`src/rtl/life_pkg.sv`:
```
// Shared definitions for the 16x16 Game of Life blocks: board geometry,
// sequencer state encoding and the row/column to board-bit mapping.
package life_pkg;

    localparam int unsigned BOARD_DIM  = 16;
    localparam int unsigned BOARD_BITS = 256;
    localparam int unsigned LOAD_BYTES = 32;
    localparam int unsigned BYTE_W     = 8;
    localparam int unsigned IDX_W      = 5;
    localparam int unsigned GEN_W      = 16;
    localparam int unsigned COORD_W    = 4;
    localparam int unsigned CELL_W     = 8;

    typedef enum logic [1:0] {
        ST_IDLE    = 2'd0,
        ST_RUN     = 2'd1,
        ST_EVAL    = 2'd2,
        ST_CAPTURE = 2'd3
    } seq_state_t;

    // Bit index of cell (row, col): row*16 + col, i.e. row in the upper nibble.
    function automatic logic [CELL_W-1:0] cell_index(input logic [COORD_W-1:0] row,
                                                     input logic [COORD_W-1:0] col);
        return {row, col};
    endfunction

endpackage

```
`src/rtl/life_sequencer_if.sv`:
```
// Seed byte stream plus the board/select/result path to the next-state block.
// The master modport is the sequencer's view of these signals.
interface life_sequencer_if;
    import life_pkg::*;

    logic                  load_valid;
    logic [BYTE_W-1:0]     load_data;
    logic                  load_ready;
    logic [BOARD_BITS-1:0] board_input;
    logic                  select;
    logic [BOARD_BITS-1:0] board_output;

    modport master (
        input  load_valid,
        input  load_data,
        input  board_output,
        output load_ready,
        output board_input,
        output select
    );

    modport slave (
        output load_valid,
        output load_data,
        output board_output,
        input  load_ready,
        input  board_input,
        input  select
    );

endinterface

```
`src/rtl/life_tick_timer.sv`:
```
// Generation pacing counter: done is asserted once the counter has seen
// max(period,1) enabled cycles; a period change applies on the next compare.
module life_tick_timer #(
    parameter int unsigned TICK_W = 24
) (
    input  logic              clk,
    input  logic              reset,
    input  logic              clr,
    input  logic              en,
    input  logic [TICK_W-1:0] period,
    output logic              done
);

    logic [TICK_W-1:0] cnt_q;
    logic [TICK_W-1:0] cnt_d;
    logic [TICK_W:0]   limit;

    // Compare one bit wider so the current cycle can be counted without overflow.
    always_comb begin
        limit = (period == '0) ? (TICK_W+1)'(1) : {1'b0, period};
        done  = (({1'b0, cnt_q} + (TICK_W+1)'(1)) >= limit);
        cnt_d = cnt_q;
        if (clr) begin
            cnt_d = '0;
        end else if (en && (cnt_q != '1)) begin
            cnt_d = cnt_q + TICK_W'(1);
        end
    end

    always_ff @(posedge clk or posedge reset) begin
        if (reset) begin
            cnt_q <= '0;
        end else begin
            cnt_q <= cnt_d;
        end
    end

endmodule

```
`src/rtl/life_sequencer.sv`:
```
// Upstream control for the Game of Life next-state block: owns the board,
// loads seeds from a byte stream, paces generations and reports status.
module life_sequencer
    import life_pkg::*;
#(
    parameter int unsigned TICK_W = 24
) (
    input  logic                   clk,
    input  logic                   reset,
    life_sequencer_if.master       bus,
    input  logic                   run,
    input  logic                   step,
    input  logic                   clear,
    input  logic [TICK_W-1:0]      tick_period,
    output logic [GEN_W-1:0]       gen_count,
    output logic                   stable,
    output logic                   extinct,
    output logic                   busy
);

    seq_state_t            state_q, state_d;
    logic [BOARD_BITS-1:0] board_q, board_d;
    logic [GEN_W-1:0]      gen_q, gen_d;
    logic [IDX_W-1:0]      idx_q, idx_d;
    logic                  stable_q, stable_d;
    logic                  select_q;
    logic                  busy_q;
    logic                  tmr_clr;
    logic                  tmr_en;
    logic                  tmr_done;
    logic                  new_stable;

    life_tick_timer #(
        .TICK_W (TICK_W)
    ) u_timer (
        .clk    (clk),
        .reset  (reset),
        .clr    (tmr_clr),
        .en     (tmr_en),
        .period (tick_period),
        .done   (tmr_done)
    );

    // Next-state, load path and status update.
    always_comb begin
        state_d    = state_q;
        board_d    = board_q;
        gen_d      = gen_q;
        idx_d      = idx_q;
        stable_d   = stable_q;
        tmr_clr    = 1'b0;
        tmr_en     = 1'b0;
        new_stable = (bus.board_output == board_q);

        if (clear) begin
            state_d  = ST_IDLE;
            board_d  = '0;
            gen_d    = '0;
            idx_d    = '0;
            stable_d = 1'b0;
            tmr_clr  = 1'b1;
        end else begin
            unique case (state_q)
                ST_IDLE: begin
                    if (bus.load_valid) begin
                        board_d[{idx_q, 3'b000} +: BYTE_W] = bus.load_data;
                        idx_d    = idx_q + IDX_W'(1);
                        gen_d    = '0;
                        stable_d = 1'b0;
                    end else if (step) begin
                        state_d = ST_EVAL;
                    end else if (run && !stable_q) begin
                        state_d = ST_RUN;
                        tmr_clr = 1'b1;
                    end
                end
                ST_RUN: begin
                    if (!run) begin
                        state_d = ST_IDLE;
                        tmr_clr = 1'b1;
                    end else if (tmr_done) begin
                        state_d = ST_EVAL;
                        tmr_clr = 1'b1;
                    end else begin
                        tmr_en = 1'b1;
                    end
                end
                ST_EVAL: begin
                    state_d = ST_CAPTURE;
                end
                ST_CAPTURE: begin
                    board_d  = bus.board_output;
                    stable_d = new_stable;
                    if (gen_q != '1) begin
                        gen_d = gen_q + GEN_W'(1);
                    end
                    if (run && !new_stable) begin
                        state_d = ST_RUN;
                        tmr_clr = 1'b1;
                    end else begin
                        state_d = ST_IDLE;
                    end
                end
                default: begin
                    state_d = ST_IDLE;
                end
            endcase
        end
    end

    // select and busy are registered from the next state so they align with EVAL/busy states.
    always_ff @(posedge clk or posedge reset) begin
        if (reset) begin
            state_q  <= ST_IDLE;
            board_q  <= '0;
            gen_q    <= '0;
            idx_q    <= '0;
            stable_q <= 1'b0;
            select_q <= 1'b0;
            busy_q   <= 1'b0;
        end else begin
            state_q  <= state_d;
            board_q  <= board_d;
            gen_q    <= gen_d;
            idx_q    <= idx_d;
            stable_q <= stable_d;
            select_q <= (state_d == ST_EVAL);
            busy_q   <= (state_d != ST_IDLE);
        end
    end

    assign bus.board_input = board_q;
    assign bus.select      = select_q;
    assign bus.load_ready  = (state_q == ST_IDLE);
    assign gen_count       = gen_q;
    assign stable          = stable_q;
    assign busy            = busy_q;
    assign extinct         = (board_q == '0);

endmodule

```
`src/flat_wrapper.sv`:
```
// flat-port wrapper written by rule: the top's interface ports become plain ports
module life_sequencer_flat import life_pkg::*;
#(
    parameter int unsigned TICK_W = 24
)
  (clk, reset, run, step, clear, tick_period, gen_count, stable, extinct, busy, bus_load_valid, bus_load_data, bus_board_output, bus_load_ready, bus_board_input, bus_select);
  life_sequencer_if bus_i ();
  input  logic clk;
  input  logic reset;
  input  logic run;
  input  logic step;
  input  logic clear;
  input  logic [TICK_W-1:0] tick_period;
  output logic [GEN_W-1:0] gen_count;
  output logic stable;
  output logic extinct;
  output logic busy;
  input wire logic [$bits(bus_i.load_valid)-1:0] bus_load_valid;
  input wire logic [$bits(bus_i.load_data)-1:0] bus_load_data;
  input wire logic [$bits(bus_i.board_output)-1:0] bus_board_output;
  output wire logic [$bits(bus_i.load_ready)-1:0] bus_load_ready;
  output wire logic [$bits(bus_i.board_input)-1:0] bus_board_input;
  output wire logic [$bits(bus_i.select)-1:0] bus_select;
  assign bus_i.load_valid = bus_load_valid;
  assign bus_i.load_data = bus_load_data;
  assign bus_i.board_output = bus_board_output;
  assign bus_load_ready = bus_i.load_ready;
  assign bus_board_input = bus_i.board_input;
  assign bus_select = bus_i.select;
  life_sequencer #(.TICK_W(TICK_W)) u_core (.clk(clk), .reset(reset), .bus(bus_i), .run(run), .step(step), .clear(clear), .tick_period(tick_period), .gen_count(gen_count), .stable(stable), .extinct(extinct), .busy(busy));
endmodule
```
`config.mk`:
```
export PLATFORM = sky130hd
export DESIGN_NAME = life_sequencer_flat
export DESIGN_NICKNAME = d
export VERILOG_FILES = /design/src/rtl/life_pkg.sv /design/src/rtl/life_sequencer_if.sv /design/src/rtl/life_tick_timer.sv /design/src/rtl/life_sequencer.sv /design/src/flat_wrapper.sv
export SDC_FILE = /design/constraint.sdc
export NUM_CORES = 1
export LEC_CHECK = 0
export ABC_AREA = 1
export CAP_MARGIN = 40
export CORE_AREA = 2 2 224 226
export CTS_CLUSTER_SIZE = 25
export DETAILED_ROUTE_END_ITERATION = 6
export DIE_AREA = 0 0 226 228
export PLACE_DENSITY = 0.76
export SLEW_MARGIN = 5
export SYNTH_ARGS = -nofsm -noshare
export SYNTH_HDL_FRONTEND = slang
export SYNTH_SLANG_ARGS = --single-unit
```
`constraint.sdc`:
```
create_clock -name clk -period 12.5 [get_ports clk]
set_clock_uncertainty 0.1 [all_clocks]
set_input_delay 2.5 -clock clk [delete_from_list [all_inputs] [get_ports clk]]
set_output_delay 2.5 -clock clk [all_outputs]
set_load 0.02 [all_outputs]
```
==> impl_metrics.csv <==
group,metric,value,unit
yosys,synth_top_cells_by_area,"dfrtp_1 (35%), nand2_1 (16%), inv_1 (8.0%)",
timing,period_share,48.3,%
clock_network,cts_hold_buf,0,
detailed_routing,dr_wl_met3,8.86,mm
clock_network,cts_made_buffers,38,
final_layout,final_cell_mix,"nand2_1 (948), clkdlybuf4s50_1 (570), inv_1 (460)",
worst_setup_path,crit_type,"reg -> out",
timing,fmax,0.165,GHz
placed_design,port_buffers,570,
yosys,synth_nets,3567,
floorplanning,core,49300,µm²
detailed_routing,wl,93.3,mm
yosys,ys_ff_latch,306,
timing,finalSetupViolations,0,
timing,period_needed,6.04,ns
worst_setup_path,worstPathArrival,3.44,ns
detailed_routing,remaining_drc_errors,0,
global_route,overflow,0,
yosys,synthArstFlopShare,100,%
floorplanning,die_w,226,µm
detailed_routing,drtIter0Drc,2445,
run_status,status,"completed",
floorplanning,io_pins,571,
detailed_routing,routedLengthMet1,37.0,mm
floorplanning,die_h,228,µm
power,p_per_area,112,nW/µm²
global_route,grt_max_degree,107,
global_route,grt_pass1_wl,138,mm
floorplanning,initial_core_util,43.8,%
hold_path,hold_class,"reg -> reg",
timing,relSlewSlack,34.9,%
yosys,yosysWarnings,0,
detailed_routing,drt_pass1_iterations,5,
clock_network,cts_setup_buffers,0,
final_layout,finalNetCount,4110,
yosys,synth_edf_count,0,
power,p_leak,0.0131,µW
worst_setup_path,critPathMaxFanout,4,
worst_setup_path,required,9.90,ns
detailed_routing,ant_nets,0,
job,maxCapViolations,0,
timing,tns,0,ns
timing,rsz0062_at_grt,"no",
power,ir_drop,0.0840,mV
clock_network,cts_buffer_depth,3,
yosys,synth.distinct_cells,50,
timing,worstMarginPinSlew,0.967,ns
detailed_routing,vias,24600,
placed_design,gp_congestion,0.961,
yosys,syn_area,21600,µm²
clock_network,cts_tree,"done",
placed_design,hpwl,72.2,mm
detailed_routing,wl_met2,42.6,mm
detailed_routing,avgViaCountPerCell,5.47,
global_route,grt_pass1_vias,23000,
detailed_routing,maxUsedRoutingLayer,"met5",
final_layout,syn2layout_area_growth,36.0,%
clock_network,clk_pin_slew,0.05,ns
floorplanning,die_area,51500,µm²
worst_setup_path,startpoint_type,"flop",
timing,final_hold_viol_count,0,
final_layout,drive_above_1_share,4.67,%
clock_network,cts_htree_levels,2,
clock_network,post_cts_resized,0,
worst_setup_path,end_kind,"output pin",
placed_design,dpl_cell_area,28000,µm²
yosys,synth.largest_area_cell,"dfrtp_1",
global_route,antenna_found_initial,15,
clock_network,cts_sinks,306,
detailed_routing,wire_per_inst,20.8,µm
floorplanning,placementRows,82,
timing,slew_violations,0,
clock_network,clk_latency,0.58,ns
final_layout,design_area,29400,µm²
yosys,avgSynthCellArea,6.66,µm²
final_layout,layout_commonest_cell,"nand2_1",
yosys,synth_top_area_share,35.5,%
yosys,synth_cells,3242,
yosys,ys_seq_area_share,35.5,%
yosys,synthFlopType,"dfrtp_1",
global_route,track_usage,35.4,%
clock_network,clockRootBuffer,"clkbuf_16",
[layer usage]
metal	vias to the layer above	global-route usage [%]
met1	11500	44.9
met5	-	0
met3	250	7.06
met4	6	17.7
met2	1264	57.3
li1	11600	-
[synth_stat cells, drive strengths merged, types with 46 or more instances]
master	count
a21oi	95
a31oi	46
buf	50
dfrtp	306
inv	489
nand2	953
nand3	70
nor2	445
nor3	55
nor4	77
o21ai	229
o22ai	82
xor2	125
[registers in the layout, summed over array words and instances, names as in the netlist]
name,count
u_core.state_q,2
u_core.bus.select,1
u_core.idx_q,5
u_core.gen_count,16
u_core.stable,1
u_core.u_timer.cnt_q,24
u_core.busy,1
u_core.bus.board_input,256
[layout make-up]
cell class,instances,area (µm²)
fill,4588,20000
tap,672,841
sequential,306,7660
clock buffer,51,1080
antenna,14,35.0
timing repair buffer,594,5930
inverter,491,1850
multi-input combinational,2354,11700
clock inverter,15,279
[per-stage QoR]
stage | hold slack (ns) | worst slack (ns) | instances | utilization, % | total power, µW
final | 0.439 | 6.46 | 4497 | 59.5 | 3300
after global routing | 0.458 | 6.33 | 4494 | 59.5 | 3410
after CTS | 0.437 | 6.50 | 4482 | 59.4 | 3290
after detailed placement | 0.428 | 6.85 | 4416 | 56.6 | 2060
after global placement | 0.424 | 6.91 | 4405 | 56.4 | 2040
after floorplan | 0.427 | 1.44 | 3242 | - | 1620
[power breakdown]
| group | total [µW] | internal, µW | switching, µW | leakage, µW |
|---|---|---|---|---|
| registers | 1160 | 1060 | 104 | 0.00407 |
| clock network | 1240 | 770 | 468 | 0.000672 |
| logic | 893 | 346 | 547 | 0.00834 |
| total | 3300 | 2180 | 1120 | 0.0131 |
[critical path, stage by stage (launching register included)]
cell             delay, ns
dfrtp_1               0.42
nor4_1                0.84
nand4_1               0.37
nor4_1                0.35
nand2_1               0.08
nor2_1                0.20
clkdlybuf4s50_1       0.65
[worst paths after layout]
kind                       slack [ns]                                endpoint  depth (start not counted)                                     from
min in group asynchronous        2.42     u_core.u_timer.cnt_q[4]$_DFFE_PP0P_                          2                                    reset
max in group asynchronous        8.50  u_core.bus.board_input[20]$_DFFE_PP0P_                          3                                    reset
setup / recovery                 6.46                                 extinct                          6  u_core.bus.board_input[205]$_DFFE_PP0P_
hold reg to reg                  0.44        u_core.gen_count[14]$_DFFE_PP0P_                          1         u_core.gen_count[14]$_DFFE_PP0P_
setup reg to reg                 8.11     u_core.u_timer.cnt_q[7]$_DFFE_PP0P_                         21      u_core.u_timer.cnt_q[0]$_DFFE_PP0P_
hold / removal                   0.44        u_core.gen_count[14]$_DFFE_PP0P_                          1         u_core.gen_count[14]$_DFFE_PP0P_
[logic make-up (layout without fill, tap and decap cells)]
group	count (synthesis)	in the layout	share of synthesized area (%)
simple gates	1654	1654	31.8
buf+inv	582	1151	10.5
compound gates	536	536	14.9
flops	306	306	35.5
xor+xnor	125	125	5.16
fa+ha+maj	31	31	1.80
mux	8	8	0.417
other cells	0	14	0
Note: power is estimated with default switching activity, not from simulation.
